===== config.mk =====
export PLATFORM = sky130hd
export DESIGN_NAME = exc_arbiter
export DESIGN_NICKNAME = d
export VERILOG_FILES = /design/src/rtl/exc_arbiter.sv
export SDC_FILE = /design/constraint.sdc
export NUM_CORES = 1
export LEC_CHECK = 0
export BUFFER_PORTS_ARGS = -buffer_cell sky130_fd_sc_hd__buf_2
export CELL_PAD_IN_SITES_DETAIL_PLACEMENT = 1
export CELL_PAD_IN_SITES_GLOBAL_PLACEMENT = 2
export CORE_MARGIN = 1
export CORE_UTILIZATION = 21
export CTS_BUF_LIST = sky130_fd_sc_hd__clkbuf_16
export CTS_CLUSTER_DIAMETER = 150
export DETAILED_ROUTE_END_ITERATION = 6
export HOLD_SLACK_MARGIN = 0.15
export PLACE_DENSITY_LB_ADDON = 0.1
export SLEW_MARGIN = 20
export SYNTH_ARGS = -nofsm -noshare
export SYNTH_HDL_FRONTEND = slang
export SYNTH_SLANG_ARGS = --single-unit

===== constraint.sdc =====
create_clock -name clk -period 1.4 [get_ports clk]
set_input_delay 0.07 -clock clk [delete_from_list [all_inputs] [get_ports clk]]
set_output_delay 0.07 -clock clk [all_outputs]
set_load 0.01 [all_outputs]

===== src/rtl/exc_arbiter.sv =====
// exc_arbiter: commit-boundary arbiter for eret, interrupts and syscall, with edge-latched interrupt pending bits.
// Define TIMER_INTR_EN to let intimer feed pend[0]; otherwise the timer source is ignored.
module exc_arbiter #(
  parameter logic [31:0] HANDLER_ADDR = 32'h0000_0080
) (
  input  logic        clk,
  input  logic        rst,
  input  logic [5:0]  intr,
  input  logic        intimer,
  input  logic [31:0] status,
  input  logic [31:0] epc,
  input  logic        instValid,
  input  logic        isSyscall,
  input  logic        isEret,
  input  logic [31:0] pc,
  output logic [31:0] excptype,
  output logic [31:0] excpc,
  output logic        flush,
  output logic [31:0] newPc,
  output logic        busy
);
  typedef enum logic [1:0] {IDLE, TAKE, SETTLE} state_e;
  state_e      state_q, state_d;
  logic [5:0]  intr_q;
  logic        tim_q;
  logic [6:0]  pend_q, pend_d, rise, masked, lowest;
  logic [1:0]  ev_q, ev_d;
  logic [31:0] excpc_q, excpc_d, newpc_q, newpc_d;
  logic        int_req, sel;
`ifdef TIMER_INTR_EN
  logic        unused_status;
  assign rise = {intr & ~intr_q, intimer & ~tim_q};
  assign masked = pend_q & {status[15:10], status[8]};
  assign unused_status = ^{status[31:16], status[9], status[7:2]};
`else
  logic        unused_status;
  assign rise = {intr & ~intr_q, 1'b0};
  assign masked = pend_q & {status[15:10], 1'b0};
  assign unused_status = ^{status[31:16], status[9:2], intimer, tim_q};
`endif
  // Isolate the lowest-index masked pending source for servicing
  assign lowest = masked & (~masked + 7'd1);
  assign int_req = status[0] & ~status[1] & (|masked);
  assign sel = (state_q == IDLE) & instValid & (isEret | int_req | isSyscall);
  always_ff @(posedge clk) begin
    if (rst) begin
      state_q <= IDLE;
      intr_q  <= '0;
      tim_q   <= 1'b0;
      pend_q  <= '0;
      ev_q    <= '0;
      excpc_q <= '0;
      newpc_q <= '0;
    end else begin
      state_q <= state_d;
      intr_q  <= intr;
      tim_q   <= intimer;
      pend_q  <= pend_d;
      ev_q    <= ev_d;
      excpc_q <= excpc_d;
      newpc_q <= newpc_d;
    end
  end
  // Event codes in ev_q: 1 interrupt, 2 syscall, 3 eret
  always_comb begin
    state_d = state_q == IDLE ? (sel ? TAKE : IDLE) : state_q == TAKE ? SETTLE : IDLE;
    ev_d    = sel ? (isEret ? 2'd3 : int_req ? 2'd1 : 2'd2) : ev_q;
    excpc_d = sel ? pc : excpc_q;
    newpc_d = sel ? (isEret ? epc : HANDLER_ADDR) : newpc_q;
    pend_d  = (pend_q & ~((sel & ~isEret & int_req) ? lowest : 7'd0)) | rise;
  end
  always_comb begin
    flush    = state_q == TAKE;
    busy     = state_q != IDLE;
    excptype = !flush ? 32'h0 : ev_q == 2'd3 ? 32'h200 : ev_q == 2'd1 ? 32'h4 : 32'h100;
    excpc    = excpc_q;
    newPc    = newpc_q;
  end
endmodule


=== Word level (Yosys, flattened, before mapping) ===
Cells that the tools add are included.

* Equal/unequal tests: 3
* Multiplexer cells: 10
* Bitwise gates (word level): 18
* Reduce and logical (&&, ||, !) cells: 3
* Add/subtract/negate cells: 1

{| class="wikitable"
|+ Operators with widths
! operator !! number
|-
| $mux W32 || 1
|-
| $and A7 B7 Y7 || 3
|-
| $mux W10 || 2
|-
| $not A7 Y7 || 2
|-
| $mux W9 || 1
|-
| $mux W2 || 4
|-
| $add A7 B1 Y7 const B || 1
|-
| $mux W7 || 1
|-
| $or A7 B7 Y7 || 1
|-
| $reduce_or A7 Y1 || 1
|-
| $and A1 B1 Y1 || 6
|-
| $and A6 B6 Y6 || 1
|-
| $not A6 Y6 || 1
|-
| $eq A2 B1 Y1 const B || 2
|-
| $eq A2 B2 Y1 const B || 1
|-
| $logic_not A2 Y1 || 1
|-
| $not A1 Y1 || 2
|-
| $or A1 B1 Y1 || 2
|-
| $reduce_bool A2 Y1 || 1
|-
| $mux W1 || 1
|}

* Output and inout bits: 98
* Input port bits: 108
* Logic and storage cells: 41
* Register bits: 81

=== Depth between registers and ports, before layout ===
* Word-level depth: 12
* Mapped depth: 8
* Mapped depth without buffers: 4

=== Worst setup path before layout ===
OpenSTA, ideal clock, no wires.

* Kind: reg2reg
* Start: reg pend_q[5]
* End: reg excpc_q[10], in the netlist excpc[10]
* Data required time: 1268 ps
* Data arrival time: 1384 ps
* Stages on the path, launching flop included: 6
* Path slack: -116 ps
* Path through: dfxtp_1 > a22o_1 > o31a_1 > clkbuf_1 > o211ai_1 > a21oi_1

* Cells in the longest elaborated chain, start to end: 6

{| class="wikitable"
|+ Ends and longest elaborated chain
! element !! RTL line !! source
|-
| from (decl) || 26 || <nowiki>logic [6:0] pend_q, pend_d, rise, masked, lowest;</nowiki>
|-
| from (signal assigned) || 58 || <nowiki>pend_q <= pend_d;</nowiki>
|-
| $and A7 B7 Y7 || 38 || <nowiki>assign masked = pend_q & {status[15:10], 1'b0};</nowiki>
|-
| $reduce_or A7 Y1 || 43 || <nowiki>assign int_req = status[0] & ~status[1] & (|masked);</nowiki>
|-
| $and A1 B1 Y1 || 43 ||
|-
| $or A1 B1 Y1 (2 in series) || 44 || <nowiki>assign sel = (state_q == IDLE) & instValid & (isEret | int_req | isSyscall);</nowiki>
|-
| $and A1 B1 Y1 || 44 ||
|-
| to (signal assigned) || 60 || <nowiki>excpc_q <= excpc_d;</nowiki>
|-
| to (decl) || 28 || <nowiki>logic [31:0] excpc_q, excpc_d, newpc_q, newpc_d;</nowiki>
|}

Every way passes these cells.
A chain may end at the register's enable or synchronous reset.

=== Worst setup path in the final report ===
* Start: reg pend_q[1]
* End: reg newpc_q[24], in the netlist newPc[24]

* Cells in the longest elaborated chain, start to end: 6

{| class="wikitable"
|+ Ends and longest elaborated chain
! element !! RTL line !! source
|-
| $and A7 B7 Y7 || 38 ||
|-
| $reduce_or A7 Y1 || 43 ||
|-
| $and A1 B1 Y1 || 43 ||
|-
| $or A1 B1 Y1 (2 in series) || 44 ||
|-
| $and A1 B1 Y1 || 44 ||
|-
| to (signal assigned) || 61 || <nowiki>newpc_q <= newpc_d;</nowiki>
|-
| to (decl) || 28 ||
|}

Every way passes these cells.

==> results.md <==
- Outcome: finished, violations left
- Violations in the final reports: negative setup slack
- Die Width: 131 um
- P&R area growth vs syn: 68.4%
- Share of the yosys chip area belonging to registers: 46.1%
- Die area: 0.0171 mm^2
- DR WL/cell: 15.8 um
- Top-Level Pins: 206
- Initial Util: 21.7%
- Synthesized netlist cell count: 406
- Antenna Violating Nets Remaining: 0
- Period Utilization, post-route: 111%
- TritonCTS Sinks: 80
- Core footprint: 0.0160 mm^2
- Setup skew after layout: 0.00609 ns
- Vias in the first global route: 3,979
- Number of buffers on the longest clock path: 2
- Total number of nets in the final design: 746
- Post-Route WL: 13.6 mm
- Floorplan die height: 131 um
- Number of clock buffers inserted by TritonCTS: 9
- Initial detailed-routing violation count: 115
- Count of final max-slew check failures: 0
- Post-detailed-route via-to-cell ratio: 4.43
- Worst hold path type: in -> reg
- Largest net degree at the start of global routing: 42
- Post-place setup slack: -0.193 ns
- ANT cells: 0
- Capturing element type of the critical path: flip-flop
- Placer congestion estimate: 0.673
- Synthesized cell area: 0.00348 mm^2
- Data arrival time of the worst path: 1.84 ns
- Cell Rows: 46
- Leakage dissipation: 0.00252 uW
- Vias: 3,799
- First-pass GRT wire length: 20.4 mm
- Required time reported for the critical path endpoint: 1.68 ns
- Global-route usage over all layers: 15.9%
- Final setup slack of the worst path: -0.160 ns
- Cell-by-cell trace of the critical path: a22o_4 > nor4_4 > buf_6 > clkbuf_16 > o21ai_1 > a21oi_1
- Achievable Freq: 641 MHz
- VDD IR max: 630 uV
- Root buffer selected by CTS: sky130_fd_sc_hd__clkbuf_16
- Yosys cell types: 36
- Placed wire-length estimate: 8.68 mm
- Synth Register Bits: 80
- Final number of hold-violating endpoints: 0
- Crit Path Class: reg -> reg
- Setup tns final: -8.10 ns
- Startpoint type of the worst setup path: flip-flop
- Antenna violations before repair: 0
- Post-layout minimum cycle time: 1.56 ns
- Clock slew at the register clock pins of the worst setup and hold paths: 0.06 ns
- Pwr Total: 6410 uW
- TritonCTS clock tree: yes
- Count of H-tree levels built during CTS: 3
- Max FO, Critical Path: 6
- Detailed-routing iteration count for the pre-antenna-repair pass: 4
- Port Buffers: 151
- Layout cells sized above 1: 36.4%
- RSZ-0062 raised after global routing: yes
- Cell with the largest stage delay on the worst path: sky130_fd_sc_hd__nor4_4
- Maxcap violations: 0
- Overflow after GRT: 0
- Mean cell area of the mapped netlist: 8.56 um^2
- Power Dens Cells: 1100 mW/mm^2
- Number of warnings issued by yosys: 0
- Final-report setup violation count: 67
- Remaining design rule violation count: 0
- Skew-Pair Late Insertion Delay: 0.34 ns
- Max incr delay on CP: 0.33 ns
==> logic make-up after synthesis <==
logic type             Yosys count  synth area share, %
DFF                             80                 46.1
other                            1                0.108
AOI/OAI and AO/OA              183                 30.0
buffers and inverters           74                 13.0
and+or+nand+nor                 68                 10.8
==> critical path: cells and delay by family, from the launching register on <==
kind / cells / cell delay, ns
and+or+nand+nor: 1 / 0.33
DFF: 1 / 0.32
AOI/OAI and AO/OA: 3 / 0.45
buffers and inverters: 2 / 0.39
==> worst paths after layout <==
| kind | cells past startpoint | endpoint | from | slack, ns |
|---|---|---|---|---|
| max | 6 | newPc[24]$_SDFFE_PP0N_ | pend_q[1]$_SDFF_PP0_ | -0.16 |
| min | 5 | pend_q[6]$_SDFF_PP0_ | status[14] | 0.18 |
| max reg2reg | 6 | newPc[24]$_SDFFE_PP0N_ | pend_q[1]$_SDFF_PP0_ | -0.16 |
| min reg2reg | 2 | newPc[2]$_SDFFE_PP0N_ | newPc[2]$_SDFFE_PP0N_ | 0.46 |
==> cells in the final DEF, fill, tap and decap left out, types with 5 or more instances in the layout <==
| master | count |
|---|---|
| sky130_fd_sc_hd__nand3_1 | 32 |
| sky130_fd_sc_hd__buf_12 | 6 |
| sky130_fd_sc_hd__nor2b_1 | 9 |
| sky130_fd_sc_hd__a21oi_1 | 65 |
| sky130_fd_sc_hd__o21ai_1 | 45 |
| sky130_fd_sc_hd__conb_1 | 29 |
| sky130_fd_sc_hd__nand2_1 | 7 |
| sky130_fd_sc_hd__nor2_1 | 5 |
| sky130_fd_sc_hd__buf_2 | 151 |
| sky130_fd_sc_hd__o211ai_1 | 32 |
| sky130_fd_sc_hd__clkbuf_16 | 12 |
| sky130_fd_sc_hd__dlygate4sd3_1 | 77 |
| sky130_fd_sc_hd__buf_4 | 22 |
| sky130_fd_sc_hd__inv_1 | 6 |
| sky130_fd_sc_hd__dfxtp_1 | 77 |
| sky130_fd_sc_hd__o21ai_2 | 18 |
==> cells in the mapped netlist <==
| cell type | n | area [um^2] |
|---|---|---|
| sky130_fd_sc_hd__a21boi_0 | 1 | 7.51 |
| sky130_fd_sc_hd__a21oi_1 | 69 | 345 |
| sky130_fd_sc_hd__a22o_1 | 3 | 26.3 |
| sky130_fd_sc_hd__a22oi_1 | 2 | 15.0 |
| sky130_fd_sc_hd__a31oi_1 | 1 | 6.26 |
| sky130_fd_sc_hd__and3_1 | 1 | 6.26 |
| sky130_fd_sc_hd__buf_1 | 3 | 11.3 |
| sky130_fd_sc_hd__buf_2 | 7 | 35.0 |
| sky130_fd_sc_hd__buf_4 | 32 | 240 |
| sky130_fd_sc_hd__buf_6 | 6 | 67.6 |
| sky130_fd_sc_hd__clkbuf_1 | 22 | 82.6 |
| sky130_fd_sc_hd__conb_1 | 1 | 3.75 |
| sky130_fd_sc_hd__dfxtp_1 | 80 | 1600 |
| sky130_fd_sc_hd__inv_1 | 4 | 15.0 |
| sky130_fd_sc_hd__nand2_1 | 7 | 26.3 |
| sky130_fd_sc_hd__nand2b_1 | 5 | 31.3 |
| sky130_fd_sc_hd__nand3_1 | 32 | 160 |
| sky130_fd_sc_hd__nand3b_1 | 1 | 7.51 |
| sky130_fd_sc_hd__nand4_1 | 1 | 6.26 |
| sky130_fd_sc_hd__nor2_1 | 6 | 22.5 |
| sky130_fd_sc_hd__nor2b_1 | 9 | 56.3 |
| sky130_fd_sc_hd__nor3_1 | 1 | 5.00 |
| sky130_fd_sc_hd__nor3b_1 | 1 | 7.51 |
| sky130_fd_sc_hd__nor3b_2 | 1 | 12.5 |
| sky130_fd_sc_hd__nor4_4 | 1 | 21.3 |
| sky130_fd_sc_hd__o211a_1 | 1 | 10.0 |
| sky130_fd_sc_hd__o211ai_1 | 32 | 240 |
| sky130_fd_sc_hd__o21a_1 | 2 | 15.0 |
| sky130_fd_sc_hd__o21ai_0 | 16 | 80.1 |
| sky130_fd_sc_hd__o21ai_1 | 51 | 255 |
| sky130_fd_sc_hd__o21ai_2 | 1 | 8.76 |
| sky130_fd_sc_hd__o311a_1 | 1 | 10.0 |
| sky130_fd_sc_hd__o31a_1 | 1 | 8.76 |
| sky130_fd_sc_hd__o31ai_1 | 2 | 15.0 |
| sky130_fd_sc_hd__or2_1 | 1 | 6.26 |
| sky130_fd_sc_hd__or2_2 | 1 | 6.26 |
==> state kept, by name (all words and copies together), names as in the netlist <==
register / flops
intr_q: 6
pend_q: 6
state_q: 2
ev_q: 2
newPc: 32
excpc: 32
==> where the power goes <==
group	internal, uW	total (uW)	switching (uW)	leakage [uW]
logic	598	1250	654	0.00170
registers	2420	2490	73.9	0.000657
clock network	1710	2670	956	0.000166
==> layer usage <==
layer	part of all wire (%)	vias to the layer above	track usage, %
met5	0	-	0
met4	1.7	0	5.88
met3	4.3	14	4.19
met2	50	100	28.4
met1	44	1820	18.1
li1	-	1865	-
==> timing repair <==
item,CTS,global route
setup buffers,2,0
setup endpoints to repair,69,72
pin swaps,13,27
hold endpoints to repair,77,0
cloned,2,3
hold buffers,77,0
gates resized for setup,14,36
==> through the flow <==
step	hold slack (ns)	std cells	area [um^2]	utilization (%)
after floorplan	0.170	434	3630	-
after global placement	0.292	760	4490	28.0
after detailed placement	0.298	760	4490	28.0
after CTS	0.158	856	5690	35.6
after global routing	0.190	858	5850	36.6
final	0.178	858	5850	36.6
==> cell type report <==
type	instances	area, um^2
fill	1910	10100
timing repair buffer	263	1960
multi-input combinational	280	1670
sequential	80	1610
tap	216	270
clock buffer	9	225
clock inverter	6	101
inverter	4	15.0
(Power assumes the default switching activity.)
